$ cat config.mk
export PLATFORM = sky130hd
export DESIGN_NAME = reset_seq
export DESIGN_NICKNAME = d
export VERILOG_FILES = /design/src/rtl/p1_reset_pkg.sv /design/src/rtl/reset_filter.sv /design/src/rtl/reset_seq.sv
export SDC_FILE = /design/constraint.sdc
export NUM_CORES = 1
export LEC_CHECK = 0
export ABC_AREA = 1
export BUFFER_PORTS_ARGS = -buffer_cell sky130_fd_sc_hd__buf_2
export CORE_MARGIN = 5
export CORE_UTILIZATION = 59
export CTS_CLUSTER_DIAMETER = 100
export CTS_CLUSTER_SIZE = 20
export DETAILED_ROUTE_END_ITERATION = 12
export MAX_ROUTING_LAYER = met4
export PLACE_DENSITY = 0.8
export SETUP_SLACK_MARGIN = 0.1
export SYNTH_ARGS = -nofsm -noshare
export SYNTH_HDL_FRONTEND = slang
export SYNTH_SLANG_ARGS = --single-unit
$ cat constraint.sdc
create_clock -name clock -period 1.8 [get_ports clock]
set_input_delay 0.18 -clock clock [delete_from_list [all_inputs] [get_ports clock]]
set_output_delay 0.18 -clock clock [all_outputs]
set_load 0.1 [all_outputs]
$ cat src/rtl/p1_reset_pkg.sv
// Shared types and constants for the reset sequencer.
package p1_reset_pkg;

    // Sequencer states: hold all domains, release them one by one, then run.
    typedef enum logic [1:0] {
        ST_STRETCH = 2'd0,
        ST_RELEASE = 2'd1,
        ST_RUN     = 2'd2
    } reset_state_e;

    // Cause register layout: bits [SRC_N-1:0] are the external sources,
    // and the bits above are found by adding these offsets to SRC_N.
    localparam int CAUSE_SW_OFS  = 0;
    localparam int CAUSE_POR_OFS = 1;

    // Larger of two integers, used to size the shared stretch/stagger counter.
    function automatic int max_int(input int a, input int b);
        return (a > b) ? a : b;
    endfunction

endpackage

$ cat src/rtl/reset_filter.sv
// Synchronizer plus debounce for one active-low asynchronous reset request.
// The qualified flag is high while the synchronized input has been low for
// at least DEB_CYCLES consecutive samples. Any high sample clears the count.
module reset_filter #(
    parameter int SYNC_STAGES = 2,
    parameter int DEB_CYCLES  = 16
) (
    input  logic clock,
    input  logic res,
    input  logic src_resn,
    output logic qualified
);

    localparam int DEB_W = $clog2(DEB_CYCLES + 1);

    logic [SYNC_STAGES-1:0] sync_q;
    logic [DEB_W-1:0]       deb_cnt;

    // Shift the raw request through the synchronizer; idle value is high.
    always_ff @(posedge clock) begin
        if (res) begin
            sync_q <= '1;
        end else begin
            sync_q <= {sync_q[SYNC_STAGES-2:0], src_resn};
        end
    end

    // Count consecutive low samples, saturating at DEB_CYCLES.
    always_ff @(posedge clock) begin
        if (res) begin
            deb_cnt <= '0;
        end else if (sync_q[SYNC_STAGES-1]) begin
            deb_cnt <= '0;
        end else if (deb_cnt < DEB_W'(DEB_CYCLES)) begin
            deb_cnt <= deb_cnt + DEB_W'(1);
        end
    end

    assign qualified = (deb_cnt >= DEB_W'(DEB_CYCLES));

endmodule

$ cat src/rtl/reset_seq.sv
// Reset sequencer: filters external reset requests, stretches the reset pulse,
// then releases DOM_N domain resets in order with a fixed stagger.
// sw_req is a single-cycle pulse with no handshake: it is acted on in the cycle
// it is high and must not be held.
module reset_seq
    import p1_reset_pkg::*;
#(
    parameter int SRC_N          = 2,
    parameter int DOM_N          = 3,
    parameter int SYNC_STAGES    = 2,
    parameter int DEB_CYCLES     = 16,
    parameter int PULSE_CYCLES   = 8000000,
    parameter int STAGGER_CYCLES = 16
) (
    input  logic               clock,
    input  logic               res,
    input  logic [SRC_N-1:0]   src_resn,
    input  logic [SRC_N-1:0]   src_en,
    input  logic               sw_req,
    input  logic               cause_clr,
    output logic [DOM_N-1:0]   dom_res,
    output logic               busy,
    output logic [SRC_N+1:0]   cause,
    output reset_state_e       state_dbg
);

    localparam int CNT_W   = $clog2(max_int(PULSE_CYCLES, STAGGER_CYCLES) + 1);
    localparam int CAUSE_W = SRC_N + 2;
    localparam logic [CNT_W-1:0]   PULSE_LAST   = CNT_W'(PULSE_CYCLES - 1);
    localparam logic [CNT_W-1:0]   STAGGER_LAST = CNT_W'(STAGGER_CYCLES - 1);
    localparam logic [CAUSE_W-1:0] CAUSE_POR    = CAUSE_W'(1) << (SRC_N + CAUSE_POR_OFS);

    reset_state_e       state_q, state_d;
    logic [CNT_W-1:0]   cnt_q, cnt_d;
    logic [DOM_N-1:0]   dom_d;
    logic [DOM_N-1:0]   dom_shift;
    logic [SRC_N-1:0]   qualified;
    logic [SRC_N-1:0]   src_act;
    logic               act_req;
    logic [CAUSE_W-1:0] set_bits;
    logic [CAUSE_W-1:0] cause_set;

    for (genvar i = 0; i < SRC_N; i++) begin : g_filter
        reset_filter #(
            .SYNC_STAGES (SYNC_STAGES),
            .DEB_CYCLES  (DEB_CYCLES)
        ) u_filter (
            .clock     (clock),
            .res       (res),
            .src_resn  (src_resn[i]),
            .qualified (qualified[i])
        );
    end

    assign src_act   = qualified & src_en;
    assign act_req   = (|src_act) | sw_req;
    // Domains release lowest first, so the next release pattern is a left shift.
    assign dom_shift = dom_res << 1;

    // Cause bits contributed by the requests active this cycle.
    always_comb begin
        set_bits = '0;
        set_bits[SRC_N-1:0] = src_act;
        set_bits[SRC_N + CAUSE_SW_OFS] = sw_req;
    end

    // Next-state, counter and domain-reset logic.
    always_comb begin
        state_d   = state_q;
        cnt_d     = cnt_q;
        dom_d     = dom_res;
        cause_set = '0;
        case (state_q)
            ST_STRETCH: begin
                dom_d = '1;
                if (act_req) begin
                    cnt_d = '0;
                end else if (cnt_q == PULSE_LAST) begin
                    cnt_d   = '0;
                    dom_d   = dom_shift;
                    state_d = (dom_shift == '0) ? ST_RUN : ST_RELEASE;
                end else begin
                    cnt_d = cnt_q + CNT_W'(1);
                end
            end
            ST_RELEASE: begin
                if (act_req) begin
                    state_d   = ST_STRETCH;
                    cnt_d     = '0;
                    dom_d     = '1;
                    cause_set = set_bits;
                end else if (cnt_q == STAGGER_LAST) begin
                    cnt_d   = '0;
                    dom_d   = dom_shift;
                    state_d = (dom_shift == '0) ? ST_RUN : ST_RELEASE;
                end else begin
                    cnt_d = cnt_q + CNT_W'(1);
                end
            end
            ST_RUN: begin
                cnt_d = '0;
                if (act_req) begin
                    state_d   = ST_STRETCH;
                    dom_d     = '1;
                    cause_set = set_bits;
                end
            end
            default: begin
                state_d = ST_STRETCH;
                cnt_d   = '0;
                dom_d   = '1;
            end
        endcase
    end

    // State, counter and domain-reset registers.
    always_ff @(posedge clock) begin
        if (res) begin
            state_q <= ST_STRETCH;
            cnt_q   <= '0;
            dom_res <= '1;
        end else begin
            state_q <= state_d;
            cnt_q   <= cnt_d;
            dom_res <= dom_d;
        end
    end

    // Sticky cause register; a new cause in the clearing cycle survives the clear.
    always_ff @(posedge clock) begin
        if (res) begin
            cause <= CAUSE_POR;
        end else begin
            cause <= (cause_clr ? '0 : cause) | cause_set;
        end
    end

    assign busy      = (state_q != ST_RUN);
    assign state_dbg = state_q;

endmodule

==> results.yml, run 1 <==
status:
  run_status: "completed"
clock_network:
  cts_root_buf: "clkbuf_8"
  clkSlewWorstSetupHoldPaths_ns: 0.09
  clock_path_buffers: 2
  clk_latency_ns: 0.30
  post-cts-setup-buffer-count: 0
  numClockSinks: 46
  cts_tree: "built"
  cts-htree-levels: 2
  cts_buffers: 5
final_layout:
  areaGrowthSynthToFinish_pct: 12.0
  antenna-diode-count: 0
  final_design_area_no_fill_mm2: 0.00261
  ff_latch_area_um2: 931
  filler_cell_count: 304
  nets: 347
  multi_input_comb_area_mm2: 0.00131
  post_route_cells_drive_above_1_share_pct: 23.1
  layout.core_utilization_pct: 69.8
place:
  place.detailed.hpwl_um: 3440
  buffer_ports.inserted: 17
  pre_cts_slack_ns: 0.131
  placed_area_mm2: 0.00249
  gp_congestion: 0.854
critical_path:
  worst-endpoint-required_ns: 1.62
  start_kind: "flip-flop"
  critPathArrivalTime_ns: 1.40
  worst_path_max_fanout: 4
  cp-end-kind: "output pin"
  reg2reg_setup_slack_ns: 0.25
  critical_path_class: "reg -> out"
detailed_routing:
  initialDrtViolationCount: 96
  vias_per_cell: 5.07
  dr_total_vias: 1937
  detail-route-antenna-nets: 0
  drt-pass1-iter-count: 4
  post-route-drc-count: 0
  routed_wire_length_um: 4640
  drt-wirelength-per-cell_um: 12.1
sta:
  rsz_0062_raised_after_global_routing: "false"
  slew_headroom_pct: 67.0
  final_max_slew_viol_count: 0
  worst_slew_pin_slew_ns: 0.498
  setup_viol_count_final: 0
  finalClockSkew_ns: 0.00635
  fmax_ghz: 0.635
  timing.final.crit_period_ns: 1.58
  timing.final.ws_setup_ns: 0.224
  layout_worst_path_cycle_share_pct: 87.5
  setup-tns-final_ns: 0
  finalHoldViolations: 0
synthesis:
  synth_top_flop_cell: "dfxtp_1"
  synth.top_cells.by_area: "dfxtp_1 (39%), nand2_1 (9.8%), nor2_1 (8.7%), inv_1 (5.6%), xor2_1 (3.8%)"
  netlist_instances: 312
  asyncSetResetFlopFracSynth_pct: 0
  postSynthAreaPerCell_um2: 7.48
  synth-edff-count: 0
  yosysWarnings: 0
  synth.cells.most_frequent: "nand2_1 (61), nor2_1 (54), dfxtp_1 (46)"
  yosysTopAreaCellShare_pct: 39.5
  syn_area_mm2: 0.00233
  ys_seq_area_share_pct: 39.5
  synth-seq-cells: 46
  post_synth_net_total: 326
  post-synth-top-area-cell: "dfxtp_1"
  yosysMostFrequentCell: "nand2_1"
  distinct_cells_synth: 32
global_routing:
  grtUsageTotal_pct: 19.9
  first_global_vias: 1919
  grt_pass1_wl_um: 8110
  largest_net_degree_at_the_start_of_global_routing: 24
  globalRoute.totalOverflow: 0
  initial_antenna_violation_count: 0
power:
  vdd_ir_drop_max_mv: 0.738
  totalPowerFinal_w: 0.00174
  cellLeakagePower_nw: 0.988
  cellPowerDensity_mw_per_mm2: 668
floorplan:
  floorplan.io_pins: 18
  dieArea_mm2: 0.00531
  die-height_um: 72.9
  chipWidth_um: 72.9
  floorplan.rows: 22
  coreArea_mm2: 0.00374
  initial_utilization_pct: 62.3
worst_hold_path:
  hold_class: "in -> reg"
job:
  drv.max_cap_violation_count: 0
## cell usage in the layout (no fill, tap or decap), types with 4 or more instances in the layout
cell type	synthesis	layout
o21ai_0	6	5
nor2_4	5	6
nand3_1	14	14
nor3_1	7	7
ha_1	6	4
nand2_1	61	61
nand2_2	6	5
xor2_1	10	10
dfxtp_1	46	42
xnor2_1	4	4
nand4_1	7	7
buf_2	0	17
nor2_1	54	53
clkbuf_8	0	5
nor2_2	13	13
a21oi_1	9	9
or2_2	7	7
inv_1	35	32
## kinds of logic after synthesis
family,synth area share [%]
AND/OR/NAND/NOR,39.3
buffers and inverters,6.92
adder cells (fa/ha/maj),3.22
XOR/XNOR,5.25
flip-flops,39.5
AO/OA/AOI/OAI,5.84
## layout make-up
class,instances,area share (%)
multi-input combinational,228,50.1
sequential,46,35.6
inverter,35,5.17
timing repair buffer,17,3.26
clock buffer,5,2.63
tap,48,2.30
clock inverter,3,0.910
## state kept, by name, summed over array words and instances (netlist names)
register,count
cause,4
cnt_q,23
dom_res,3
g_filter.u_filter.deb_cnt,10
g_filter.u_filter.sync_q,4
state_dbg,2
## through the flow
step | cells | hold WS (ns)
after CTS | 382 | 0.0517
after global placement | 374 | 0.372
after floorplan | 312 | 0.284
final | 382 | 0.0594
after detailed placement | 374 | 0.370
after global routing | 382 | 0.0460
## path summary, 6_finish.rpt
check / startpoint / endpoint / cells after the start
setup / recovery: state_dbg[0]$_SDFFE_PP0P_ / busy / 4
hold / removal: src_resn[0] / g_filter[0].u_filter.sync_q[0]$_SDFF_PP1_ / 2
setup reg to reg: cnt_q[0]$_SDFF_PP0_ / cnt_q[22]$_SDFF_PP0_ / 10
hold reg to reg: g_filter[1].u_filter.sync_q[0]$_SDFF_PP1_ / g_filter[1].u_filter.sync_q[1]$_SDFF_PP1_ / 1
## critical path, cell delays in order, from the launching register on
cell        delay, ns
dfxtp_4          0.37
inv_2            0.05
ha_4             0.16
clkinvlp_4       0.08
buf_2            0.43
## report_power, final
part / switching [W] / leakage [nW] / internal [W]
Sequential: 0.00000531 / 0.375 / 0.00102
Combinational: 0.0000462 / 0.564 / 0.0000205
Clock: 0.000367 / 0.0491 / 0.000282
## routing by layer
layer	global-route usage, %	vias to the layer above	part of all wire, %
li1	-	1033	-
met1	24.1	864	47
met2	33.1	34	48
met3	4.27	6	3.3
met4	6.35	0	1.5
met5	-	-	0
## what timing repair did
action,4_1_cts,5_1_grt
setup endpoints to repair,0,25
resized for setup,0,6
hold buffers,0,0
Power figures use the tool's default switching activity.
==> inputs of run 2 (changes only) <==
--- a/config.mk
+++ b/config.mk
@@ -9,10 +9,10 @@
 export BUFFER_PORTS_ARGS = -buffer_cell sky130_fd_sc_hd__buf_2
 export CORE_MARGIN = 5
-export CORE_UTILIZATION = 59
+export CORE_UTILIZATION = 53
 export CTS_CLUSTER_DIAMETER = 100
 export CTS_CLUSTER_SIZE = 20
 export DETAILED_ROUTE_END_ITERATION = 12
 export MAX_ROUTING_LAYER = met4
-export PLACE_DENSITY = 0.8
+export PLACE_DENSITY = 0.76
 export SETUP_SLACK_MARGIN = 0.1
 export SYNTH_ARGS = -nofsm -noshare
==> constraint.sdc (replaced) <==
create_clock -name clock -period 1.4 [get_ports clock]
set_input_delay 0.21 -clock clock [delete_from_list [all_inputs] [get_ports clock]]
set_output_delay 0.21 -clock clock [all_outputs]
set_load 0.1 [all_outputs]
==> run 2 against run 1 <==
Effect of this change: the flow now finishes with violations (negative setup slack); first-iteration DRC count up 23%; critical endpoint is now state_dbg[0]$_SDFFE_PP0P_; via count up 14%; flip-flop and latch count unchanged; critical path depth up 6; sequential power up 28%; wire length up 24%; hold slack better by 0.026 ns; die area up 9.7%; non-clock buffer count up 33.
==> results.yml, run 2 (synthesis results as in run 1) <==
worst_hold_path:
  worst_hold_path.num_cells: 2
  hold_class: "in -> reg"
critical_path:
  worst-endpoint-required_ns: 1.63
  worst_path_max_fanout: 6
  r2r-start: "cnt_q[9]$_SDFF_PP0_"
  regToRegEndpoint: "state_dbg[0]$_SDFFE_PP0P_"
  start_kind: "flip-flop"
  crit_path_start: "cnt_q[9]$_SDFF_PP0_"
  cp-end-kind: "flip-flop"
  reg2reg_setup_slack_ns: -0.13
  critPathArrivalTime_ns: 1.76
  timing.reg2reg.worst_path_depth: 10
  setup.worst_path.end: "state_dbg[0]$_SDFFE_PP0P_"
  critical_path_class: "reg -> reg"
detailed_routing:
  dr_total_vias: 2202
  drt-wirelength-per-cell_um: 13.7
  routed_wire_length_um: 5740
  post-route-drc-count: 0
  vias_per_cell: 5.26
  initialDrtViolationCount: 118
  drt-pass1-iter-count: 4
  detail-route-antenna-nets: 0
final_layout:
  filler_cell_count: 298
  largest_reg_flops: 23
  top_register: "cnt_q"
  areaGrowthSynthToFinish_pct: 33.5
  most_common_cell_after_layout_fill_and_taps_aside: "nand2_1"
  non_filler_instances: 419
  antenna-diode-count: 0
  post_route_cells_drive_above_1_share_pct: 40.3
  most-common-layout-cells: "nand2_1 (57), nor2_1 (37), dfxtp_1 (31), inv_1 (30), buf_4 (27)"
  nets: 380
  reg_top3: "cnt_q (23), g_filter.u_filter.deb_cnt (10)"
place:
  gp_congestion: 0.959
  place.detailed.hpwl_um: 3790
  placed_cells_incl_taps: 400
  buffer_ports.inserted: 17
global_routing:
  first_global_vias: 2155
  grtUsageTotal_pct: 19.7
  use_met1_pct: 21.2
  largest_net_degree_at_the_start_of_global_routing: 18
  grt.met2_usage_pct: 35.6
  grt_pass1_wl_um: 9320
  grt_use_met3_pct: 4.26
  initial_antenna_violation_count: 0
  globalRoute.totalOverflow: 0
  grt.busiest_layer: "met2"
sta:
  final_max_slew_viol_count: 0
  layout_worst_path_cycle_share_pct: 109
  timing.final.crit_period_ns: 1.53
  fmax_ghz: 0.655
  timing.final.ws_setup_ns: -0.128
  rsz_0062_raised_after_global_routing: "true"
  finalHoldViolations: 0
  slew_headroom_pct: 79.9
  setup_viol_count_final: 28
  worst_slew_pin_slew_ns: 0.303
  finalClockSkew_ns: 0.00448
power:
  clockPowerShare_pct: 37.8
  internal-power_w: 0.00174
  vdd_ir_drop_max_mv: 0.843
  cellPowerDensity_mw_per_mm2: 743
  power.share.switching_pct: 24.9
  power_switching_w: 0.000577
  portion_of_total_power_attributed_to_sequential_cells_pct: 56.9
  p_comb_share_pct: 5.3
  totalPowerFinal_w: 0.00231
  cellLeakagePower_nw: 1.22
floorplan:
  floorplan.rows: 24
  die-height_um: 76.4
  dieArea_mm2: 0.00583
  chipWidth_um: 76.4
  floorplan.io_pins: 18
  initial_utilization_pct: 54.0
  coreArea_mm2: 0.00432
clock_network:
  clkSlewWorstSetupHoldPaths_ns: 0.10
  cts_tree: "built"
  cts_buffers: 5
  clk_latency_ns: 0.30
  clock_path_buffers: 2
  cts-htree-levels: 2
  cts_root_buf: "clkbuf_8"
  numClockSinks: 46
  postCtsHoldBufs: 0
status:
  run_status: "complete, but fails checks"
  failed_checks: "negative setup slack"
job:
  drv.max_cap_violation_count: 0
## run 2: worst min-delay path by stage
| stage | startpoint | to | slack, ns |
|---|---|---|---|
| final | src_resn[1] | g_filter[1].u_filter.sync_q[0]$_SDFF_PP1_ | 0.09 |
| after floorplan | src_resn[0] | g_filter[0].u_filter.sync_q[0]$_SDFF_PP1_ | 0.31 |
| after global placement | src_resn[1] | g_filter[1].u_filter.sync_q[0]$_SDFF_PP1_ | 0.40 |
| after detailed placement | src_resn[1] | g_filter[1].u_filter.sync_q[0]$_SDFF_PP1_ | 0.40 |
| after global routing | src_resn[0] | g_filter[0].u_filter.sync_q[0]$_SDFF_PP1_ | 0.07 |
| after CTS | src_resn[1] | g_filter[1].u_filter.sync_q[0]$_SDFF_PP1_ | 0.08 |
## run 2: repair_timing
action,CTS,global route
endpoints found under the setup margin,32,35
pin swaps,7,23
gates cloned,1,0
gates resized for setup,28,43
buffers inserted,7,4
## run 2: stage by stage
step | cell area, um2 | utilization (%) | hold WS, ns | setup slack [ns] | setup TNS [ns]
3_5_place_dp | 2710 | 62.8 | 0.397 | -0.111 | -2.28
3_3_place_gp | 2710 | 62.8 | 0.397 | -0.0337 | -0.434
2_1_floorplan | 2370 | - | 0.314 | -0.446 | -4.58
5_1_grt | 3120 | 72.0 | 0.0736 | -0.214 | -4.18
4_1_cts | 2980 | 69.0 | 0.0773 | -0.0699 | -1.49
6_report | 3120 | 72.0 | 0.0858 | -0.128 | -1.94
## run 2: power by group through the flow
stage               combinational, W  sequential (W)  clock [W]
finish                      0.000122         0.00132   0.000875
global route                0.000133         0.00132   0.000958
CTS                         0.000125         0.00132   0.000888
floorplan                  0.0000527         0.00136          0
global placement           0.0000982         0.00135          0
detailed placement         0.0000994         0.00135          0
## run 2: worst max-delay path: stages (launching register included)
cell and delay, ns:
dfxtp_2 0.38, nor2_1 0.13, nand2_1 0.09, nor2_2 0.17, nand3_4 0.12, nand2_4 0.10, buf_6 0.10, nand2_4 0.07
nor2_4 0.12, nor2_1 0.06, nor2_1 0.12
## run 2: cell type report
class                           count  area [um2]  area share, %
Clock buffer                        5        68.8           2.21
Inverter                           35         138           4.42
Multi-Input combinational cell    228        1420           45.6
Clock inverter                      3        28.8          0.924
Tap cell                           52        65.1           2.09
Timing Repair Buffer               50         443           14.2
Sequential cell                    46         952           30.6
## run 2: layer usage
layer	vias to the layer above	part of all wire (%)	wire (um)
li1	1093	-	-
met1	1025	41	2350
met2	63	52	2980
met3	21	3.8	216
met4	0	3.3	189
met5	-	0	0
